[config.mk]
export PLATFORM = sky130hd
export DESIGN_NAME = sar_logic
export DESIGN_NICKNAME = d
export VERILOG_FILES = /design/src/rtl/sar_logic_pkg.sv /design/src/rtl/sar_logic.sv
export SDC_FILE = /design/constraint.sdc
export NUM_CORES = 1
export LEC_CHECK = 0
export CAP_MARGIN = 30
export CORE_UTILIZATION = 55
export CTS_CLUSTER_DIAMETER = 80
export DETAILED_ROUTE_END_ITERATION = 10
export PLACE_DENSITY_LB_ADDON = 0.05
export SYNTH_ARGS = -nofsm -noshare
export SYNTH_HDL_FRONTEND = slang
export SYNTH_SLANG_ARGS = --single-unit
[constraint.sdc]
create_clock -name clk -period 2.4 [get_ports clk]
set_input_delay 0.48 -clock clk [delete_from_list [all_inputs] [get_ports clk]]
set_output_delay 0.48 -clock clk [all_outputs]
set_load 0.05 [all_outputs]
[src/rtl/sar_logic_pkg.sv]
// Shared types and defaults for the SAR ADC controller.
package sar_logic_pkg;

  localparam int SAR_WIDTH = 12;

  typedef enum logic [1:0] {
    INIT    = 2'd0,
    CONVERT = 2'd1,
    DONE    = 2'd2
  } sar_state_e;

endpackage

[src/rtl/sar_logic.sv]
// SAR controller: drives trial codes to the DAC and resolves one bit per clock, MSB first.
// Build option SAR_AUTO_RESTART_EN: DONE lasts one cycle and a new conversion starts at once.
module sar_logic
  import sar_logic_pkg::*;
#(
  parameter int WIDTH = SAR_WIDTH
) (
  input  logic             clk,
  input  logic             reset,
  input  logic             d,
  output logic [WIDTH-1:0] bitout,
  output logic             conv_done
);

  localparam logic [WIDTH-1:0] MSB_ONEHOT = {1'b1, {(WIDTH-1){1'b0}}};

  sar_state_e       state_q, state_n;
  logic [WIDTH-1:0] code_q, code_n;
  logic [WIDTH-1:0] ptr_q, ptr_n;
  logic             done_q, done_n;
  logic [WIDTH-1:0] kept;

  always_ff @(posedge clk) begin
    if (reset) begin
      state_q <= INIT;
      code_q  <= '0;
      ptr_q   <= '0;
      done_q  <= 1'b0;
    end else begin
      state_q <= state_n;
      code_q  <= code_n;
      ptr_q   <= ptr_n;
      done_q  <= done_n;
    end
  end

  always_comb begin
    state_n = state_q;
    code_n  = code_q;
    ptr_n   = ptr_q;
    done_n  = done_q;
    // Trial bit under the pointer survives only if the comparator says Vin >= DAC.
    kept    = d ? code_q : (code_q & ~ptr_q);

    case (state_q)
      INIT: begin
        code_n  = MSB_ONEHOT;
        ptr_n   = MSB_ONEHOT;
        done_n  = 1'b0;
        state_n = CONVERT;
      end
      CONVERT: begin
        if (ptr_q[0]) begin
          // LSB just resolved; pointer stays parked rather than wrapping.
          code_n  = kept;
          done_n  = 1'b1;
          state_n = DONE;
        end else begin
          code_n = kept | (ptr_q >> 1);
          ptr_n  = ptr_q >> 1;
        end
      end
      DONE: begin
`ifdef SAR_AUTO_RESTART_EN
        code_n  = MSB_ONEHOT;
        ptr_n   = MSB_ONEHOT;
        done_n  = 1'b0;
        state_n = CONVERT;
`else
        state_n = DONE;
`endif
      end
      default: begin
        code_n  = '0;
        ptr_n   = '0;
        done_n  = 1'b0;
        state_n = INIT;
      end
    endcase
  end

  assign bitout    = code_q;
  assign conv_done = done_q;

endmodule

# After elaboration in Yosys (flattened, before gate mapping)
# Index checks and enable logic that the tools add are counted.
# word_totals
regBits	27
inputBits	3
out_inout_bits	13
wordCells	25
# op_classes
eq_ne	4
muxes	9
n_bitwise	4
reduce_logical	3
# op_table
cell	n
12-bit case mux with 3 select lines	2
12-bit 2-to-1 mux	3
12-bit AND	1
12-bit NOT	1
12-bit by 11-bit bitwise OR with 12-bit output	1
2-bit case mux with 3 select lines	1
2-bit inequality test (second input constant)	2
2-bit AND reduction	2
2-bit by 1-bit == test with 1-bit output (second input constant)	1
2-bit == test (second input constant)	1
2-bit logical NOT	1
2-bit 2-to-1 mux	1
1-bit case mux with 2 select lines	1
1-bit 2-to-1 mux	1
1-bit NOT	1

# Logic depth before layout (Yosys ltp)
# Gate-level depths: netlist of the first run.
# depth
word_depth	6
mapped_depth	7

# Worst setup path before layout of the first run
# Ideal clock, no wire load.
# synth_path
kind	register to register
start	register state_q[0]
end	register code_q[11] (netlist: bitout[11])
arrival_time_ps	1193
required_ps	2308
slack_ps	1115
path_stages_with_launch	8
path_buffers	2
cell_sequence	dfxtp_1 inv_1 ha_1 buf_6 buf_6 a21oi_2 nor2_1 nor4_1
# synth_via
elab_chain_len	2
word_cells_on_any_way	4
# synth_rtl
element	line_no	rtl
from (decl)	sar_logic.sv:17	sar_state_e state_q, state_n;
from (signal assigned)	sar_logic.sv:30	state_q <= state_n;
2-bit == test (tied with other cells)	sar_logic.sv:45	case (state_q)
12-bit case mux with 3 select lines	sar_logic.sv:45	
to (signal assigned)	sar_logic.sv:31	code_q <= code_n;
to (decl)	sar_logic.sv:18	logic [WIDTH-1:0] code_q, code_n;
# Parallel ways exist; a longest one is shown, timed or not.
# A chain may end at the register's enable or synchronous reset.

# Worst setup path in the final report of the first run
# layout_path
start	register code_q[0] (netlist: bitout[0])
end	output port bitout[0]
# layout_rtl
element	line_no	rtl
to (decl)	sar_logic.sv:11	output logic [WIDTH-1:0] bitout,
# No word-level cell between the ends.

==> results by group, run 1 <==
Status
  – Status: complete, no violations

CTS
  – H-tree Lvls: 1
  – CTS sink count: 27
  – CTS Hold Bufs: 0
  – Post-CTS setup buffers: 0
  – Root buffer cell: clkbuf_4
  – Post-CTS sizing: 0
  – CTS tree: done
  – Clk slew on worst S/H paths: 0.14 ns
  – CTS Buf Count: 3
  – Later-pin clock latency in the skew report: 0.32 ns
  – Clock buffer depth: 2

GRT
  – First-pass GRT wire length: 4.39 mm
  – Met2 Usage GRT: 38.1%
  – Largest net degree at the start of global routing: 19
  – GRT Total Usage: 23.0%
  – Routing usage on met3: 2.78%
  – Met1 usage: 30.8%
  – Busiest grt layer: met2
  – Grt ovf: 0
  – Vias in the first global route: 950
  – Initial antenna violation count: 0

STA
  – Tcrit/Tclk final: 83.2%
  – Final Setup Violations: 0
  – RSZ-0062 raised after global routing: no
  – Fin Setup TNS: 0 ns
  – Final min period: 2.00 ns
  – Clk_skew: 0.00207 ns
  – Fin. max-slew vios: 0
  – Tightest Pin Transition: 0.758 ns
  – Hold Slack: 0.481 ns
  – Final Hold Violating Endpoints: 0
  – Slew HR: 49.4%
  – Fmax: 501 MHz

Synthesis
  – Top cell type's share of synthesized area: 43.0%
  – Mapped cell area: 0.00126 mm²
  – Post-synth EDFFs: 0
  – Largest cells by area after synthesis: dfxtp_1 (43%), nand2b_1 (10%), o2bb2ai_1 (6.3%)
  – Post-synthesis area per instance: 9.25 µm²
  – Synth area leader: dfxtp_1
  – Share of the yosys chip area belonging to registers: 43.0%
  – Synth warn: 0
  – Main flop type after synthesis: dfxtp_1
  – #FFs+latches synth: 27
  – Net Count, Synth: 142
  – Async S/R FF share, synth: 0%
  – Cell variety after synth: 27
  – Post-Syn Instances: 136

Layout
  – P&R area growth vs syn: 12.6%
  – Layout Nets: 154
  – Layout cell share with drive strength beyond 1: 8.16%
  – Final Cell Area: 0.00142 mm²
  – Fillers: 161
  – ANT cells: 0
  – Layout Cells excl Fill: 174

Min path
  – Worst Hold Class: register to register

Worst setup path
  – Startpoint Class: register
  – Largest stage delay on the critical path: 0.81 ns
  – Setup CP Type: register to primary output
  – Critical Path, Cell by Cell: clkdlybuf4s50_1
  – Worst Path Max Fanout: 3
  – Slowest-stage cell, CP: clkdlybuf4s50_1
  – CP Data Arrival Time: 1.52 ns
  – Required @ worst endpoint: 1.92 ns
  – CP Capture Type: primary output
  – Crit path max-delay family: buffers and inverters
  – Crit path buffers/inverters: 1

Detailed routing
  – DR vias: 982
  – Total Wirelength: 2.48 mm
  – Number of remaining DRC errors: 0
  – Drt pass-1 iters: 4
  – Wire per inst: 14.2 µm
  – DRT iter0 DRCs: 18
  – Via density: 5.64
  – Final ANT Viol Nets: 0

Die
  – Initial core utilization: 61.0%
  – Die height: 49.8 µm
  – I/O pins: 16
  – Die area: 0.00248 mm²
  – Die Wd: 49.8 µm
  – Placeable Area: 0.00206 mm²
  – Row cnt: 16

Power
  – Max VDD drop: 0.539 mV
  – Leakage: 0.458 nW
  – Tot Pwr: 1.12 mW
  – Cell Pwr Density: 788 mW/mm²

Place
  – RePlAce Congestion: 0.803
  – Inst Count DP: 170
  – Area of placed instances: 0.00139 mm²
  – Port Buffer Count: 15
  – Dpl hpwl: 1.71 mm

Job
  – Maxcap violations: 0
## per-stage QoR
stage | worst slack (ns) | util, %
final | 0.402 | 68.7
after global routing | 0.352 | 68.7
after detailed placement | 0.496 | 67.4
after global placement | 0.533 | 67.4
after floorplan | 1.11 | -
after CTS | 0.393 | 68.7
## report_power, final
group | total, mW | internal [mW] | switching [mW] | leakage (nW)
Clock | 0.196 | 0.0625 | 0.133 | 0.0177
Combinational | 0.415 | 0.151 | 0.264 | 0.222
Sequential | 0.505 | 0.481 | 0.0239 | 0.219
Total | 1.12 | 0.695 | 0.421 | 0.458
## worst paths after layout
check / from / to / depth (start not counted) / slack [ns]
max: bitout[0]$_SDFFE_PP0P_ / bitout[0] / 1 / 0.40
min: bitout[9]$_SDFFE_PP0P_ / bitout[9]$_SDFFE_PP0P_ / 2 / 0.48
max reg2reg: state_q[1]$_SDFFE_PP0P_ / bitout[1]$_SDFFE_PP0P_ / 5 / 0.55
min reg2reg: bitout[9]$_SDFFE_PP0P_ / bitout[9]$_SDFFE_PP0P_ / 2 / 0.48
## layout by cell type, fill, tap and decap left out
cell | netlist | final
mux2i_1 | 3 | 3
o22ai_1 | 5 | 5
or2_2 | 1 | 1
clkbuf_4 | 0 | 3
clkinv_2 | 0 | 1
a21bo_2 | 1 | 1
nor4_1 | 1 | 1
a21o_1 | 1 | 1
clkdlybuf4s50_1 | 0 | 15
nand2b_4 | 1 | 1
o221ai_1 | 1 | 1
nand2b_1 | 21 | 21
nor2_1 | 11 | 11
a21oi_2 | 1 | 1
o2bb2ai_1 | 9 | 9
nor3b_4 | 1 | 1
a211oi_1 | 1 | 1
a22oi_1 | 9 | 9
ha_1 | 3 | 3
a21oi_1 | 15 | 15
inv_1 | 3 | 3
nor3_4 | 1 | 1
nand2_1 | 7 | 7
buf_4 | 1 | 2
dfxtp_1 | 27 | 27
nor3_1 | 3 | 3
## cell usage after synthesis (2+ instances only)
cell / instances
dfxtp_1: 27
nand2b_1: 21
a21oi_1: 15
nor2_1: 11
a22oi_1: 9
o2bb2ai_1: 9
nand2_1: 7
o22ai_1: 5
buf_2: 3
buf_6: 3
ha_1: 3
inv_1: 3
mux2i_1: 3
nor3_1: 3
clkbuf_1: 2
## sequential cells by signal, summed over array words and instances (netlist names)
register,cells
bitout,12
conv_done,1
ptr_q,12
state_q,2
## final cells by class
cell class / instances / area, µm² / area share [%]
Clock buffer: 3 / 22.5 / 1.59
Tap cell: 27 / 33.8 / 2.39
Sequential cell: 27 / 541 / 38.2
Timing Repair Buffer: 17 / 165 / 11.7
Multi-Input combinational cell: 96 / 638 / 45.1
Clock inverter: 1 / 5.00 / 0.353
Inverter: 3 / 11.3 / 0.795
## cell families after synthesis
family	share of synthesized area, %
AO/OA/AOI/OAI	23.5
multiplexers	2.39
adder cells (fa/ha/maj)	2.99
buffers and inverters	6.27
flip-flops	43.0
AND/OR/NAND/NOR	21.9
## layer usage
layer | part of all wire, % | wire length [µm] | vias to the layer above
met5 | 0 | 0 | -
met4 | 0.56 | 14 | 0
met3 | 3.8 | 93 | 2
met2 | 49 | 1220 | 18
met1 | 46 | 1150 | 455
li1 | - | - | 507
Power figures use the tool's default switching activity.
==> run 2, diff against run 1 <==
--- a/config.mk
+++ b/config.mk
@@ -6,7 +6,7 @@
 export NUM_CORES = 1
 export LEC_CHECK = 0
 export CAP_MARGIN = 30
-export CORE_UTILIZATION = 55
+export CORE_UTILIZATION = 53
 export CTS_CLUSTER_DIAMETER = 80
 export DETAILED_ROUTE_END_ITERATION = 10
 export PLACE_DENSITY_LB_ADDON = 0.05
==> constraint.sdc (replaced) <==
create_clock -name clk -period 2.1 [get_ports clk]
set_input_delay 0.42 -clock clk [delete_from_list [all_inputs] [get_ports clk]]
set_output_delay 0.42 -clock clk [all_outputs]
set_load 0.05 [all_outputs]
==> run 2 against run 1 <==
  * Sequential share of layout area shrank 0.60 points
  * Hold slack got worse by 0.0033 ns
  * Clock-buffer cell count rose by 1
  * Non-clock buffer count grew 3
  * Sequential cell count unchanged
  * Die area is 3.6% higher
  * Total power is 15% higher
  * Global-route usage down 1.5 points
  * Critical path depth stayed put
==> results by group, run 2 (synthesis gave the netlist of run 1 again) <==
Status
  – Status: complete, no violations

GRT
  – Vias in the first global route: 902 (-5.1%)
  – Largest net degree at the start of global routing: 15 (-4)
  – First-pass GRT wire length: 4.16 mm (-5.2%)
  – Initial antenna violation count: 0 (unchanged)
  – GRT Total Usage: 21.5% (-1.5 points)
  – Grt ovf: 0 (unchanged)

Layout
  – Commonest non-fill, non-tap cell in the layout: dfxtp_1
  – Most frequent cells in the layout: dfxtp_1 (27), nand2b_1 (21), a21oi_1 (15), clkdlybuf4s50_1 (15), nor2_1 (11)
  – Layout cell share with drive strength beyond 1: 9.33% (+1.2 points)
  – Core Util, Final: 64.4% (-4.3 points)
  – Layout Nets: 157 (+1.9%)
  – ANT cells: 0 (unchanged)
  – P&R area growth vs syn: 14.4%

Detailed routing
  – Total Wirelength: 2.33 mm (-5.9%)
  – Number of remaining DRC errors: 0 (unchanged)
  – DRT iter0 DRCs: 21 (+3)
  – Via density: 5.56 (-1.5%)
  – DR vias: 990 (+0.81%)
  – Wire per inst: 13.1 µm (-8.0%)
  – Drt pass-1 iters: 4 (unchanged)
  – Final ANT Viol Nets: 0 (unchanged)

Worst setup path
  – R2R cell count: 5 (unchanged)
  – Slowest-stage cell, CP: clkdlybuf4s50_1
  – RR Startpoint: state_q[0]$_SDFFE_PP0P_
  – Required @ worst endpoint: 1.68 ns (-0.24 ns)
  – CP Data Arrival Time: 1.54 ns (+0.02 ns)
  – Worst Path Max Fanout: 3 (unchanged)
  – Setup CP Type: register to primary output
  – R2R setup slack: 0.54 ns (about the same)
  – Crit path buffers/inverters: 1 (unchanged)
  – CP Capture Type: primary output
  – Reg-to-Reg End: bitout[5]$_SDFFE_PP0P_
  – Startpoint Class: register
  – Crit path max-delay family: buffers and inverters
  – Critical Path, Cell by Cell: clkdlybuf4s50_1
  – Largest stage delay on the critical path: 0.82 ns (about the same)

Die
  – I/O pins: 16 (unchanged)
  – Die Wd: 50.7 µm (+1.8%)
  – Row cnt: 17 (+1)
  – Initial core utilization: 56.3% (-4.7 points)
  – Die height: 50.7 µm (+1.8%)
  – Die area: 0.00257 mm² (+3.6%)
  – Placeable Area: 0.00223 mm² (+8.3%)

Job
  – Maxcap violations: 0 (unchanged)

Power
  – Max VDD drop: 0.850 mV (+58%)
  – Leakage: 0.471 nW (+2.7%)
  – Tot Pwr: 1.28 mW (+15%)
  – Cell Pwr Density: 890 mW/mm² (+13%)

CTS
  – CTS Buf Count: 3 (unchanged)
  – Later-pin clock latency in the skew report: 0.32 ns (about the same)
  – Post-CTS sizing: 0 (unchanged)
  – Root buffer cell: clkbuf_4
  – CTS tree: done
  – Post-CTS setup buffers: 0 (unchanged)
  – CTS Hold Bufs: 0 (unchanged)
  – Clk slew on worst S/H paths: 0.14 ns (about the same)
  – H-tree Lvls: 1 (unchanged)
  – Clock buffer depth: 2 (unchanged)
  – CTS sink count: 27 (unchanged)

Min path
  – Worst Hold Launch: bitout[9]$_SDFFE_PP0P_
  – Hold Path Depth: 2 (unchanged)
  – Worst Hold Class: register to register
  – Hold path endpoint: bitout[9]$_SDFFE_PP0P_

STA
  – Clk_skew: 0.00482 ns (+0.00275 ns)
  – RSZ-0062 raised after global routing: no
  – Tcrit/Tclk final: 93.2%
  – Fmax: 511 MHz
  – Final Setup Violations: 0 (unchanged)
  – Fin. max-slew vios: 0 (unchanged)
  – Slew HR: 66.3% (+17 points)
  – Final min period: 1.96 ns
  – Final Hold Violating Endpoints: 0 (unchanged)
  – Tightest Pin Transition: 0.504 ns (-0.254 ns)
  – Worst setup margin: 0.142 ns (-0.260 ns)
  – Fin Setup TNS: 0 ns (unchanged)

Place
  – Port Buffer Count: 15 (unchanged)
  – Dpl hpwl: 1.68 mm (-1.6%)
  – RePlAce Congestion: 0.810 (+0.92%)
  – Worst slack at placement: 0.344 ns (-0.153 ns)
## run 2: cell count changes in the layout (fill, tap and decap cells not counted), sizes merged
cell	before	now
buf	2	5
clkbuf	3	4
clkinv	1	0
## run 2: worst max path at each step
stage,startpoint,end,slack (ns),depth (start not counted)
finish,bitout[11]$_SDFFE_PP0P_,bitout[11],0.14,1
global route,bitout[11]$_SDFFE_PP0P_,bitout[11],0.12,1
CTS,bitout[11]$_SDFFE_PP0P_,bitout[11],0.13,1
detailed placement,reset,bitout[5]$_SDFFE_PP0P_,0.34,3
global placement,reset,bitout[6]$_SDFFE_PP0P_,0.36,3
floorplan,state_q[0]$_SDFFE_PP0P_,bitout[11]$_SDFFE_PP0P_,0.81,7
## run 2: per-stage QoR
stage / cells / hold slack, ns / instance area, µm²
final: 178 / 0.478 / 1440
after detailed placement: 174 / 0.465 / 1410
after CTS: 178 / 0.486 / 1440
after global placement: 174 / 0.458 / 1410
after floorplan: 136 / 0.463 / 1260
after global routing: 178 / 0.509 / 1440
## run 2: layout make-up
cell class,count,area (µm²)
well taps,28,35.0
inverters,3,11.3
multi-input cells,96,638
clock buffers,4,26.3
flip-flops and latches,27,541
fillers,207,795
repair buffers,20,188
## run 2: where the power goes
part           switching, mW  internal, mW
Combinational          0.292         0.188
Sequential            0.0288         0.549
Clock                  0.148        0.0743
## run 2: routing by layer
metal	share of wire [%]	GRT usage (%)	up-vias
li1	-	-	508
met2	44	31.6	14
met5	0	0	-
met3	2.7	2.73	2
met4	0.69	8.33	0
met1	53	31.5	466
==> run 3, diff against run 2 <==
--- a/config.mk
+++ b/config.mk
@@ -7,7 +7,7 @@
 export LEC_CHECK = 0
 export CAP_MARGIN = 30
 export CORE_UTILIZATION = 53
-export CTS_CLUSTER_DIAMETER = 80
+export CTS_CLUSTER_DIAMETER = 200
 export DETAILED_ROUTE_END_ITERATION = 10
 export PLACE_DENSITY_LB_ADDON = 0.05
 export SYNTH_ARGS = -nofsm -noshare
==> results of run 3 <==
The final DEF is identical to that of run 2; final timing and power are the same.
